File: src/rtl/seq_div8.sv
// 8-bit unsigned restoring divider: one quotient bit per clock, MSB first, 8 steps per operation.
// Optional macro SEQ_DIV8_DZ_EARLY_EN: a zero divisor finishes after one RUN cycle instead of eight.
module seq_div8 (
   input  logic       clk,
   input  logic       rst,
   input  logic       start,
   input  logic [7:0] dividend,
   input  logic [7:0] divisor,
   output logic       busy,
   output logic       done,
   output logic [7:0] quotient,
   output logic [7:0] remainder,
   output logic       dz
);

   typedef enum logic [1:0] {StIdle, StRun, StDone} state_e;

   state_e     r_state;
   state_e     w_state_next;
   logic [7:0] r_dvd;        // dividend bits shift out, quotient bits shift in
   logic [7:0] r_dvs;
   logic [7:0] r_prem;
   logic [2:0] r_cnt;
   logic [7:0] r_quot;
   logic [7:0] r_rem;
   logic       r_dz;

   logic [8:0] w_shift;
   logic [8:0] w_trial;
   logic       w_neg;
   logic [7:0] w_prem_next;
   logic [7:0] w_quot_fin;
   logic [7:0] w_rem_fin;
   logic       w_dz;
   logic       w_early;
   logic       w_load;
   logic       w_finish;

   // Trial subtraction at 9 bits; bit 8 set means the shifted remainder was below the divisor.
   always_comb begin
      w_shift     = {r_prem, r_dvd[7]};
      w_trial     = w_shift + {1'b1, ~r_dvs} + 9'd1;
      w_neg       = w_trial[8];
      w_prem_next = w_neg ? w_shift[7:0] : w_trial[7:0];
      w_dz        = (r_dvs == 8'd0);
      w_quot_fin  = {r_dvd[6:0], ~w_neg};
      w_rem_fin   = w_prem_next;
      w_early     = 1'b0;
`ifdef SEQ_DIV8_DZ_EARLY_EN
      // Early exit happens on the first RUN edge, so r_dvd still holds the raw dividend.
      w_early = w_dz;
      if (w_dz) begin
         w_quot_fin = 8'hFF;
         w_rem_fin  = r_dvd;
      end
`endif
   end

   always_comb begin
      w_state_next = r_state;
      w_load       = 1'b0;
      w_finish     = 1'b0;
      case (r_state)
         StIdle: begin
            if (start) begin
               w_load       = 1'b1;
               w_state_next = StRun;
            end
         end
         StRun: begin
            if (w_early || (r_cnt == 3'd7)) begin
               w_finish     = 1'b1;
               w_state_next = StDone;
            end
         end
         StDone:  w_state_next = StIdle;
         default: w_state_next = StIdle;
      endcase
   end

   always_ff @(posedge clk or posedge rst) begin
      if (rst) begin
         r_state <= StIdle;
      end else begin
         r_state <= w_state_next;
      end
   end

   always_ff @(posedge clk or posedge rst) begin
      if (rst) begin
         r_dvd  <= 8'd0;
         r_dvs  <= 8'd0;
         r_prem <= 8'd0;
         r_cnt  <= 3'd0;
         r_quot <= 8'd0;
         r_rem  <= 8'd0;
         r_dz   <= 1'b0;
      end else begin
         if (w_load) begin
            r_dvd  <= dividend;
            r_dvs  <= divisor;
            r_prem <= 8'd0;
            r_cnt  <= 3'd0;
         end else if (r_state == StRun) begin
            r_dvd  <= {r_dvd[6:0], ~w_neg};
            r_prem <= w_prem_next;
            r_cnt  <= r_cnt + 3'd1;
         end
         // Visible results change only when an operation completes.
         if (w_finish) begin
            r_quot <= w_quot_fin;
            r_rem  <= w_rem_fin;
            r_dz   <= w_dz;
         end
      end
   end

   assign busy      = (r_state != StIdle);
   assign done      = (r_state == StDone);
   assign quotient  = r_quot;
   assign remainder = r_rem;
   assign dz        = r_dz;

endmodule
File: config.mk
export PLATFORM = sky130hd
export DESIGN_NAME = seq_div8
export DESIGN_NICKNAME = d
export VERILOG_FILES = /design/src/rtl/seq_div8.sv
export SDC_FILE = /design/constraint.sdc
export NUM_CORES = 1
export LEC_CHECK = 0
export BUFFER_PORTS_ARGS = -buffer_cell sky130_fd_sc_hd__buf_2
export CORE_MARGIN = 1.5
export CORE_UTILIZATION = 56
export CTS_CLUSTER_SIZE = 28
export DETAILED_ROUTE_END_ITERATION = 10
export PLACE_DENSITY_LB_ADDON = 0.15
export SLEW_MARGIN = 20
export SYNTH_ARGS = -nofsm -noshare
export SYNTH_HDL_FRONTEND = slang
export SYNTH_SLANG_ARGS = --single-unit
File: constraint.sdc
create_clock -name clk -period 3.39 [get_ports clk]
set_input_delay 0.5085 -clock clk [delete_from_list [all_inputs] [get_ports clk]]
set_output_delay 0.5085 -clock clk [all_outputs]
set_load 0.01 [all_outputs]
==> summary.md <==
| Metric | Value |
|---|---|
| Cell type with the highest aggregate area in the netlist | `sky130_fd_sc_hd__dfrtp_1` |
| Number of synthesized flops with an enable pin | `0` |
| Number of rows created at floorplan | `23` |
| Per-cell via count in the routed design | `5.58` |
| Share of the yosys chip area belonging to registers | `0.493` |
| Top area cells in the synthesized netlist | `sky130_fd_sc_hd__dfrtp_1 (49%), sky130_fd_sc_hd__nand2_1 (8.0%), sky130_fd_sc_hd__ha_1 (5.4%)` |
| Gr ovfl total | `0` |
| Depth of the CTS H-tree | `2` |
| CP dominant cell by count | `sky130_fd_sc_hd__inv_1` |
| Share of post-route cells with drive strength above 1 | `0.253` |
| Number of CTS-inserted buffers | `5` |
| Count of final max-slew check failures | `0` |
| Power per standard cell area | `1260 mW/mm²` |
| Portion of total power attributed to the clock network | `0.147` |
| Mapped cell area | `0.00233 mm²` |
| Crit. End Element | `flop` |
| Part of the total power dissipated in combinational logic | `0.560` |
| Chip width | `67.6 µm` |
| Global placement routability congestion | `0.804` |
| Violation count after the first detailed-routing iteration | `85` |
| Path category of the worst min-delay check | `in -> reg` |
| CP startpoint kind | `flop` |
| Antenna violations before repair | `0` |
| Number of buffers added for setup after CTS | `0` |
| Die Footprint | `0.00456 mm²` |
| Global-route wire length before repair | `7.82 mm` |
| Internal power contribution | `1980 µW` |
| Utilization of the core after routing | `0.679` |
| Fraction of post-synthesis cell area in the top cell type by area | `0.493` |
| Net Count, Synth | `263` |
| Gr usage total | `0.236` |
| Core Region | `0.00400 mm²` |
| HPWL after detailed placement | `3.44 mm` |
| P&R area growth vs syn | `16.5%` |
| Number of iterations in the first detailed-routing pass | `4` |
| CTS Buffer Depth | `2` |
| Run status | `finished, final reports clean` |
| Remaining DRCs | `0` |
| Number of global-route vias before repair | `1728` |
| Total of max-cap violations | `0` |
| Arrival time reported for the critical path endpoint | `3.21 ns` |
| Reported leakage power | `0.00131 µW` |
| I/O pin cnt | `38` |
| Detail-routed net length per standard cell | `14.9 µm` |
| Achievable frequency | `334 MHz` |
| Number of hold buffers added after cts | `0` |
| Hold violation total from the final report | `0` |
| Transition time at the pin with the least slew margin | `0.953 ns` |
| Clock latency reported for the late side of the worst-skew pair | `0.31 ns` |
| Root Driver | `sky130_fd_sc_hd__clkbuf_8` |
| Final layout net count | `302` |
| CTS tree | `built` |
| Yosys warnings | `0` |
| Vertical die dimension | `67.6 µm` |
| Top fanout value on the critical path | `7` |
| Sequential share of power | `0.293` |
| Routed WL | `4.83 mm` |
| Minimum period implied by the final worst setup slack | `2.99 ns` |
| Mean cell area of the mapped netlist | `10.0 µm²` |
| Proportion of total power due to net switching | `0.423` |
| Count of instances resized after the clock tree is built | `0` |
| Tot Pwr | `3430 µW` |
| Number of buffers inserted by port buffering | `37` |
| Req. time, crit path | `3.61 ns` |
| CP max-delay cell | `sky130_fd_sc_hd__a221oi_2` |
| Number of synthesized register bits | `46` |
| RSZ-0062 raised after global routing | `false` |
| Setup violations, final | `0` |
| N_diodes | `0` |
| Fill cells | `327` |
| Setup Skew | `0.00892 ns` |
| Maximum vdd drop | `586 µV` |
| Vias after detailed routing | `1801` |
| Power spent charging and discharging nets | `1450 µW` |
| Most common cell in the netlist | `sky130_fd_sc_hd__nand2_1` |
| Library cells used by synthesis | `43` |
| Sum of negative setup slack | `0 ns` |
| Worst path max stage delay | `0.56 ns` |
| Dominant register cell in the synthesized netlist | `sky130_fd_sc_hd__dfrtp_1` |
| Post-synth top cells | `sky130_fd_sc_hd__nand2_1 (50), sky130_fd_sc_hd__dfrtp_1 (46), sky130_fd_sc_hd__o21ai_0 (19), sky130_fd_sc_hd__inv_1 (15), sky130_fd_sc_hd__ha_1 (10)` |
| Cells along the critical path | `inv_1, ha_1, inv_1, fa_1, a211oi_4, o211ai_2, a221oi_2, buf_4, mux2_1, o22ai_1` |
| Post-route fraction of the period consumed by the critical path | `0.883` |
| Starting utilization of the core area | `0.583` |
| Pin count of the biggest net entering global routing | `47` |
| FFs w/ async S/R, synth | `1.00` |
| Worst setup path class | `reg -> reg` |
| Count of mapped cells out of synthesis | `233` |
| Post-route antenna net violation count | `0` |
| Total clock sinks | `46` |
| Clock transition at the registers of the reported paths | `0.08 ns` |
| Slew headroom | `0.364` |
[worst paths after layout]
kind	slack, ns	end	from	depth (start not counted)
max in group asynchronous	2.38	remainder[7]	rst	2
min in group asynchronous	0.41	r_dvs[7]	rst	2
worst max register to register	0.40	r_prem[0]	r_dvd[7]	10
worst max-delay path	0.40	r_prem[0]	r_dvd[7]	10
worst min-delay path	0.40	r_dvs[1]	divisor[1]	3
worst min register to register	0.48	quotient[0]	quotient[0]	2
[logic make-up after synthesis]
| group | synth area share |
|---|---|
| buffers and inverters | 0.0440 |
| multiplexers | 0.0826 |
| flip-flops | 0.493 |
| AND/OR/NAND/NOR | 0.134 |
| XOR/XNOR | 0.0150 |
| adder cells (fa/ha/maj) | 0.0622 |
| AO/OA/AOI/OAI | 0.169 |
[power by group through the flow]
| stage | logic, µW | clock network [µW] | registers (µW) |
|---|---|---|---|
| floorplan | 1450 | 0 | 1010 |
| global placement | 1850 | 0 | 1000 |
| detailed placement | 1910 | 0 | 1010 |
| CTS | 1920 | 507 | 1000 |
| global route | 2150 | 531 | 1040 |
| finish | 1920 | 505 | 1010 |
[area by class of cell]
type / count / area, µm² / area share
inverter: 15 / 56.3 / 0.0207
tap: 50 / 62.6 / 0.0230
timing repair buffer: 42 / 223 / 0.0820
clock inverter: 2 / 60.1 / 0.0221
sequential: 46 / 1150 / 0.424
multi-input combinational: 162 / 1080 / 0.398
clock buffer: 6 / 82.6 / 0.0304
[metal layers]
layer / GRT usage / vias to the layer above / part of all wire
li1: - / 895 / -
met1: 0.300 / 861 / 0.48
met2: 0.385 / 41 / 0.48
met3: 0.0600 / 4 / 0.033
met4: 0.0944 / 0 / 0.0095
met5: 0 / - / 0
[sequential cells by signal (all words and copies together) (netlist names)]
name	flops
r_prem	8
r_cnt	3
r_state	2
dz	1
remainder	8
r_dvd	8
r_dvs	8
quotient	8
[per-stage QoR]
| step | hold WS (ns) | cells | area [µm²] | worst slack (ns) |
|---|---|---|---|---|
| 4_1_cts | 0.401 | 323 | 2720 | 0.401 |
| 2_1_floorplan | 0.463 | 233 | 2330 | 0.950 |
| 5_1_grt | 0.419 | 323 | 2720 | 0.181 |
| 3_5_place_dp | 0.457 | 315 | 2570 | 0.429 |
| 6_report | 0.403 | 323 | 2720 | 0.396 |
| 3_3_place_gp | 0.455 | 315 | 2570 | 0.561 |
[layout by cell type, fill, tap and decap left out, types with 2 or more instances in the layout]
cell type / synthesis / final
sky130_fd_sc_hd__ha_1: 10 / 10
sky130_fd_sc_hd__nor2_1: 6 / 5
sky130_fd_sc_hd__nand3_1: 2 / 2
sky130_fd_sc_hd__buf_2: 1 / 37
sky130_fd_sc_hd__dfrtp_1: 46 / 46
sky130_fd_sc_hd__nand2_1: 50 / 50
sky130_fd_sc_hd__nand2b_1: 3 / 3
sky130_fd_sc_hd__xor2_1: 3 / 3
sky130_fd_sc_hd__buf_4: 0 / 5
sky130_fd_sc_hd__o21ai_0: 19 / 19
sky130_fd_sc_hd__o21ai_1: 5 / 5
sky130_fd_sc_hd__a21oi_1: 3 / 3
sky130_fd_sc_hd__inv_1: 15 / 14
sky130_fd_sc_hd__nor3_1: 2 / 2
sky130_fd_sc_hd__nor4_1: 2 / 2
sky130_fd_sc_hd__o22ai_1: 8 / 8
sky130_fd_sc_hd__a21oi_2: 2 / 2
sky130_fd_sc_hd__a211oi_1: 3 / 3
sky130_fd_sc_hd__mux2_2: 9 / 9
sky130_fd_sc_hd__mux2i_1: 8 / 8
sky130_fd_sc_hd__clkbuf_8: 0 / 6
sky130_fd_sc_hd__bufinv_16: 0 / 2
sky130_fd_sc_hd__nor2b_1: 2 / 2
sky130_fd_sc_hd__a22oi_1: 5 / 5
[worst max-delay path: cells and delay by family, from the launching register on]
family,cells,cell delay [ns]
AO/OA/AOI/OAI,4,1.15
multiplexers,1,0.35
flip-flops,1,0.37
buffers and inverters,3,0.42
adder cells (fa/ha/maj),2,0.61
Note: power is estimated with default switching activity, not from simulation.
